$ cat config.mk
export PLATFORM = sky130hd
export DESIGN_NAME = wind_input_conditioner
export DESIGN_NICKNAME = d
export VERILOG_FILES = /design/src/rtl/wind_input_conditioner.sv
export SDC_FILE = /design/constraint.sdc
export NUM_CORES = 1
export LEC_CHECK = 0
export ABC_AREA = 1
export CAP_MARGIN = 20
export CORE_AREA = 2 2 42 44
export DETAILED_ROUTE_END_ITERATION = 10
export DIE_AREA = 0 0 44 46
export GPL_TIMING_DRIVEN = 0
export PLACE_DENSITY = 0.67
export SLEW_MARGIN = 20
export SYNTH_ARGS = -nofsm -noshare
export SYNTH_HDL_FRONTEND = slang
export SYNTH_SLANG_ARGS = --single-unit
$ cat constraint.sdc
create_clock -name clk -period 1.3 [get_ports clk]
set_input_delay 0.39 -clock clk [delete_from_list [all_inputs] [get_ports clk]]
set_output_delay 0.39 -clock clk [all_outputs]
set_load 0.005 [all_outputs]
$ cat src/rtl/wind_input_conditioner.sv
// Wind-switch front end: two-flop synchronizers, per-channel stable-count debounce,
// a one-cycle change flag and a free-running step tick for the landing-lights FSM.
module wind_input_conditioner #(
    parameter int DEBOUNCE_CYCLES = 4,
    parameter int TICK_DIV        = 8
) (
    input  logic clk,
    input  logic reset,
    input  logic x,
    input  logic y,
    output logic x_out,
    output logic y_out,
    output logic step,
    output logic changed
);

    localparam int CW = $clog2(DEBOUNCE_CYCLES) + 1;
    localparam int TW = $clog2(TICK_DIV);

    localparam logic [CW-1:0] CNT_LAST  = CW'(DEBOUNCE_CYCLES - 1);
    localparam logic [TW-1:0] TICK_LAST = TW'(TICK_DIV - 1);
    localparam logic [TW-1:0] TICK_PRE  = TW'(TICK_DIV - 2);

    logic          xs1, xs, ys1, ys;
    logic [CW-1:0] cnt_x, cnt_y;
    logic [TW-1:0] tcnt;
    logic          acc_x, acc_y;

    // Plain flop pairs, nothing between the stages, so metastability settles in xs1/ys1.
    always_ff @(posedge clk or posedge reset) begin
        if (reset) begin
            xs1 <= 1'b0;
            xs  <= 1'b0;
            ys1 <= 1'b0;
            ys  <= 1'b0;
        end else begin
            // NOTE: non-blocking assignments make xs take the old xs1, giving two real stages.
            xs1 <= x;
            xs  <= xs1;
            ys1 <= y;
            ys  <= ys1;
        end
    end

    always_comb begin
        acc_x = (xs != x_out) && (cnt_x == CNT_LAST);
        acc_y = (ys != y_out) && (cnt_y == CNT_LAST);
    end

    // A bounce back to the current output restarts the count from zero.
    always_ff @(posedge clk or posedge reset) begin
        if (reset) begin
            x_out <= 1'b0;
            cnt_x <= '0;
        end else if (xs == x_out) begin
            cnt_x <= '0;
        end else if (acc_x) begin
            x_out <= xs;
            cnt_x <= '0;
        end else begin
            cnt_x <= cnt_x + CW'(1);
        end
    end

    always_ff @(posedge clk or posedge reset) begin
        if (reset) begin
            y_out <= 1'b0;
            cnt_y <= '0;
        end else if (ys == y_out) begin
            cnt_y <= '0;
        end else if (acc_y) begin
            y_out <= ys;
            cnt_y <= '0;
        end else begin
            cnt_y <= cnt_y + CW'(1);
        end
    end

    // changed lines up with the new output value; both channels together give one pulse.
    always_ff @(posedge clk or posedge reset) begin
        if (reset) begin
            changed <= 1'b0;
        end else begin
            changed <= acc_x | acc_y;
        end
    end

    // step is registered off TICK_DIV-2 so it is high exactly while tcnt == TICK_DIV-1.
    always_ff @(posedge clk or posedge reset) begin
        if (reset) begin
            tcnt <= '0;
            step <= 1'b0;
        end else begin
            tcnt <= (tcnt == TICK_LAST) ? '0 : tcnt + TW'(1);
            step <= (tcnt == TICK_PRE);
        end
    end

endmodule

==> impl_metrics.py, run 1 <==
metrics = {
    "global_route": {
        "track_usage_pct": 9.67,
        "antenna_found_initial": 0,
        "grt_start_max_net_pins": 18,
        "gr-total-overflow": 0,
        "grt_pass1_vias": 362,
        "grt_first_pass_wirelength_mm": 1.39,
    },
    "synth": {
        "ys_seq_area_share_pct": 63.3,
        "ys_warn_count": 0,
        "yosys.area.top_type": "dfrtp_1",
        "synthCells": 67,
        "syn_nets": 76,
        "yosysUniqueCellTypes": 8,
        "synth_area_leaders": "dfrtp_1, ha_1, inv_1, nand2_1, nor2_1",
        "synth_top_area_share_pct": 63.3,
        "avgSynthCellArea_um2": 10.0,
        "ys_ff_latch": 17,
        "netlist_area_um2": 672,
    },
    "setup_path": {
        "crit_family": "flip-flops",
        "start_kind": "register",
        "slowest_stage": "dfrtp_1",
        "crit_path_max_fanout": 2,
        "r2r_end": "tcnt[2]",
        "crit-reg2reg-launch": "tcnt[0]",
        "crit_path_end_kind": "output port",
        "cp.depth": 1,
        "arrival_ns": 0.87,
        "critPathCapture": "x_out",
        "r2r_setup_slack_ns": 0.31,
        "worstPathRequired_ns": 0.91,
        "path_buf_inv": 1,
        "reg2reg_depth": 2,
        "crit_start": "x_out",
        "path_cells": "clkdlybuf4s15_1",
        "cpPeakStageDelay_ns": 0.39,
        "crit_type": "register to output port",
    },
    "placed_design": {
        "placed_area_um2": 763,
        "gp_congestion": 0.754,
        "dp_hpwl_um": 626,
        "port_buffers": 7,
    },
    "routing": {
        "vias": 416,
        "ant_nets": 0,
        "drc": 0,
        "wire_per_inst_um": 8.51,
        "dr.pass1.iters": 4,
        "routed_via_density": 4.29,
        "routed_wl_um": 825,
        "drtIter0Drc": 1,
    },
    "clock_network": {
        "clkTransAtPathRegs_ns": 0.10,
        "cts_tree": "built",
        "clk_latency_ns": 0.28,
        "cts_root_buf": "clkbuf_4",
        "h-tree-depth": 1,
        "cts_buffers": 3,
        "clock_path_buffers": 2,
        "cts.sinks": 17,
    },
    "layout": {
        "final_area_um2": 803,
        "fin_util_pct": 49.8,
        "layout.nets": 90,
        "diodes": 0,
        "fillCellCount": 160,
        "regArea_um2": 425,
        "drive_gt1_share_pct": 13.8,
        "multiInputGateArea_um2": 194,
        "syn_to_final_growth_pct": 19.6,
    },
    "sta": {
        "min_period_ns": 1.26,
        "rsz0062_at_grt": "no",
        "min_period_over_period_pct": 96.6,
        "skew_ns": 0.00409,
        "timing.fmax_mhz": 796,
        "finalHoldViolCount": 0,
        "setup_tns_ns": 0,
        "slew_violations": 0,
        "max-slew-margin-rel_pct": 58.5,
        "worst_pin_slew_ns": 0.622,
        "hold_slack_ns": 0.357,
        "setup_viol": 0,
    },
    "floorplanning": {
        "core_um2": 1610,
        "die_h_um": 46,
        "die-area_um2": 2020,
        "start_util_pct": 41.6,
        "die_w_um": 44,
        "pin_count": 8,
        "num_rows": 15,
    },
    "status": {
        "status": "finished clean",
    },
    "pwr": {
        "leakagePower_nw": 0.447,
        "p_total_w": 0.00130,
        "irDropWorstVdd_v": 0.000609,
        "power_density_nw_per_um2": 1620,
    },
    "flow_run": {
        "cap_violations": 0,
    },
    "hold_path": {
        "hold_class": "register to register",
    },
}
area by class of cell:
cell class                      instances  area share (%)
Clock inverter                          1           0.935
Sequential cell                        17            53.0
Multi-Input combinational cell         36            24.1
Inverter                               14            6.54
Clock buffer                            3            2.80
Timing Repair Buffer                    9            9.97
Tap cell                               17            2.65
state kept, by name, indices dropped and copies added, names as in the netlist:
register / flops
cnt_x: 3
cnt_y: 3
tcnt: 3
changed: 1
step: 1
x_out: 1
xs: 1
xs1: 1
y_out: 1
ys: 1
ys1: 1
per-layer routing:
metal / wire (µm) / vias to the layer above / GRT usage (%)
li1: - / 223 / -
met1: 417 / 186 / 13.1
met2: 370 / 7 / 13.2
met3: 37 / 0 / 3.57
met4: 0 / 0 / 5.45
met5: 0 / - / 0
layout by cell type, fill, tap and decap left out, drive strengths merged:
cell | synthesis | final
clkdlybuf4s50 | 0 | 3
nor2 | 9 | 9
o21ai | 2 | 2
clkbuf | 0 | 4
clkdlybuf4s15 | 0 | 3
inv | 14 | 14
nand2 | 18 | 18
ha | 5 | 5
dfrtp | 17 | 17
nand3 | 2 | 2
buf | 0 | 2
clkinvlp | 0 | 1
where the power goes:
part / leakage, nW / switching, W / internal [W]
clock: 0.0139 / 0.000166 / 0.000117
sequential: 0.216 / 0.0000442 / 0.000621
combinational: 0.217 / 0.000185 / 0.000172
total: 0.447 / 0.000394 / 0.000910
logic make-up (layout without fill, tap and decap cells):
family / after synthesis / count (layout) / synth area share [%]
buffers and inverters: 14 / 27 / 7.82
and+or+nand+nor: 29 / 29 / 18.1
DFF: 17 / 17 / 63.3
AOI/OAI and AO/OA: 2 / 2 / 1.49
adders and majority gates: 5 / 5 / 9.31
worst min-delay path by stage:
| stage | from | endpoint | depth (start not counted) |
|---|---|---|---|
| 2_1_floorplan | reset | changed | 1 |
| 3_3_place_gp | ys1 | ys | 0 |
| 3_5_place_dp | ys1 | ys | 0 |
| 4_1_cts | ys1 | ys | 0 |
| 5_1_grt | xs1 | xs | 0 |
| 6_report | ys1 | ys | 0 |
worst register-to-register path, cell delays in order (launching register included):
cell and delay (ns):
dfrtp_1 0.41, ha_1 0.20, ha_1 0.27
synthesized netlist by cell type (all sizes together):
cell / n
ha: 5
dfrtp: 17
nor2: 9
o21ai: 2
nand2: 18
nand3: 2
inv: 14
timing repair:
| action | in CTS | in global routing |
|---|---|---|
| setup buffers | 1 | 1 |
| endpoints found under the setup margin | 4 | 1 |
| resized for setup | 8 | 1 |
| hold buffers | 0 | 0 |
through the flow:
stage                     worst slack (ns)  std cells
final                               0.0440         97
after global routing               0.00433         97
after CTS                          -0.0209         96
after detailed placement            0.0248         91
after global placement              0.0250         91
after floorplan                      0.360         67
No activity file was read; power rests on OpenSTA's default activity.
==> run 2: changes to the inputs <==
--- a/config.mk
+++ b/config.mk
@@ -6,8 +6,9 @@
 export NUM_CORES = 1
 export LEC_CHECK = 0
 export ABC_AREA = 1
-export CAP_MARGIN = 20
+export CAP_MARGIN = 10
 export CORE_AREA = 2 2 42 44
+export CTS_CLUSTER_DIAMETER = 40
 export DETAILED_ROUTE_END_ITERATION = 10
 export DIE_AREA = 0 0 44 46
 export GPL_TIMING_DRIVEN = 0
==> results of run 2 <==
The final DEF is identical to that of run 1; final timing and power are the same.
==> run 3: changes to the inputs <==
==> constraint.sdc (replaced) <==
create_clock -name clk -period 1.3 [get_ports clk]
set_input_delay 0.39 -clock clk [delete_from_list [all_inputs] [get_ports clk]]
set_output_delay 0.39 -clock clk [all_outputs]
set_load 0.02 [all_outputs]
==> impl_metrics.py, run 3 (synthesis gave the netlist of run 1 again) <==
metrics = {
    "pwr": {
        "power_density_nw_per_um2": 1690,
        "leakagePower_nw": 0.449,
        "irDropWorstVdd_v": 0.000613,
    },
    "placed_design": {
        "dp_hpwl_um": 626,
        "dp_cells": 91,
        "post-place-ws_ns": -0.0785,
        "gp_congestion": 0.754,
        "placed_area_um2": 763,
        "port_buffers": 7,
    },
    "global_route": {
        "track_usage_pct": 9.67,
        "antenna_found_initial": 0,
        "gr-total-overflow": 0,
        "grt_pass1_vias": 362,
        "grt_start_max_net_pins": 18,
        "grt_first_pass_wirelength_mm": 1.39,
    },
    "setup_path": {
        "path_cells": "buf_2",
        "crit_path_end_kind": "output port",
        "crit_type": "register to output port",
        "cpPeakStageDelay_ns": 0.41,
        "path_buf_inv": 1,
        "worstPathRequired_ns": 0.91,
        "slowest_stage": "dfrtp_1",
        "arrival_ns": 0.85,
        "start_kind": "register",
        "crit_path_max_fanout": 3,
        "crit_family": "flip-flops",
    },
    "clock_network": {
        "h-tree-depth": 1,
        "clk_latency_ns": 0.28,
        "cts_tree": "built",
        "clkTransAtPathRegs_ns": 0.10,
        "cts.sinks": 17,
        "holdBufCountCts": 0,
        "clock_path_buffers": 2,
        "cts_buffers": 3,
        "cts_root_buf": "clkbuf_4",
    },
    "sta": {
        "rsz0062_at_grt": "no",
        "min_period_ns": 1.24,
        "max-slew-margin-rel_pct": 58.5,
        "slew_violations": 0,
        "setup_viol": 0,
        "timing.fmax_mhz": 804,
        "worst_pin_slew_ns": 0.622,
        "layout_setup_ws_ns": 0.0568,
        "skew_ns": 0.00409,
        "min_period_over_period_pct": 95.6,
        "finalHoldViolCount": 0,
    },
    "flow_run": {
        "cap_violations": 0,
    },
    "layout": {
        "fin_util_pct": 48.8,
        "reg.largest.list": "cnt_x (3), cnt_y (3), tcnt (3)",
        "layout.nets": 90,
        "syn_to_final_growth_pct": 17.3,
        "final_area_um2": 788,
        "instances_no_fill": 97,
        "fillCellCount": 160,
        "drive_gt1_share_pct": 17.5,
        "mostFrequentLayoutCell": "dfrtp_1",
        "layout_common_cells": "dfrtp_1, inv_1, nand2_1",
        "diodes": 0,
    },
    "status": {
        "status": "finished clean",
    },
    "hold_path": {
        "hold_class": "register to register",
    },
    "floorplanning": {
        "die_w_um": 44,
        "pin_count": 8,
        "die_h_um": 46,
        "die-area_um2": 2020,
        "core_um2": 1610,
        "start_util_pct": 41.6,
        "num_rows": 15,
    },
    "routing": {
        "ant_nets": 0,
        "dr.pass1.iters": 4,
        "vias": 412,
        "drc": 0,
        "wire_per_inst_um": 8.59,
        "routed_wl_um": 833,
        "drtIter0Drc": 2,
        "routed_via_density": 4.25,
    },
}
-- run 3: cell count changes in the layout (fill, tap and decap cells not counted) --
| cell | delta |
|---|---|
| clkbuf_2 | -1 |
| buf_2 | +4 |
| clkdlybuf4s15_1 | -3 |
-- run 3: final timing paths --
check,start,end,slack (ns),depth (start not counted)
worst max-delay path,y_out,y_out,0.06,1
worst min-delay path,ys1,ys,0.36,0
worst max register to register,tcnt[0],tcnt[2],0.31,2
worst min register to register,ys1,ys,0.36,0
max in group asynchronous,reset,changed,0.42,2
min in group asynchronous,reset,cnt_x[1],0.48,2
-- run 3: power breakdown --
group | internal [W] | switching, W
Sequential | 0.000621 | 0.0000430
Clock | 0.000117 | 0.000166
Combinational | 0.000162 | 0.000227
-- run 3: layout make-up --
| cell class | instances | area, µm² | share of cell area (%) |
|---|---|---|---|
| tap | 17 | 21.3 | 2.70 |
| inverter | 14 | 52.6 | 6.67 |
| clock inverter | 1 | 7.51 | 0.952 |
| timing repair buffer | 9 | 65.1 | 8.25 |
| sequential | 17 | 425 | 54.0 |
| multi-input combinational | 36 | 194 | 24.6 |
| clock buffer | 3 | 22.5 | 2.86 |
-- run 3: metal layers --
layer,global-route usage [%],wire (µm)
met5,0,0
met4,5.45,0
met1,13.1,421
met3,3.57,42
met2,13.2,370
-- run 3: timing repair --
action                                 in CTS  in global routing
gates cloned                                0                  0
endpoints found under the hold margin       0                  0
resized for setup                          16                  0
setup endpoints to repair                   4                  1
buffers inserted                            1                  1
-- run 3: through the flow --
step	power [W]	hold slack, ns	setup TNS, ns
4_1_cts	0.00134	0.360	0
3_5_place_dp	0.00107	0.335	-0.150
6_report	0.00134	0.357	0
2_1_floorplan	0.000938	0.316	0
3_3_place_gp	0.00105	0.334	-0.143
5_1_grt	0.00145	0.367	0
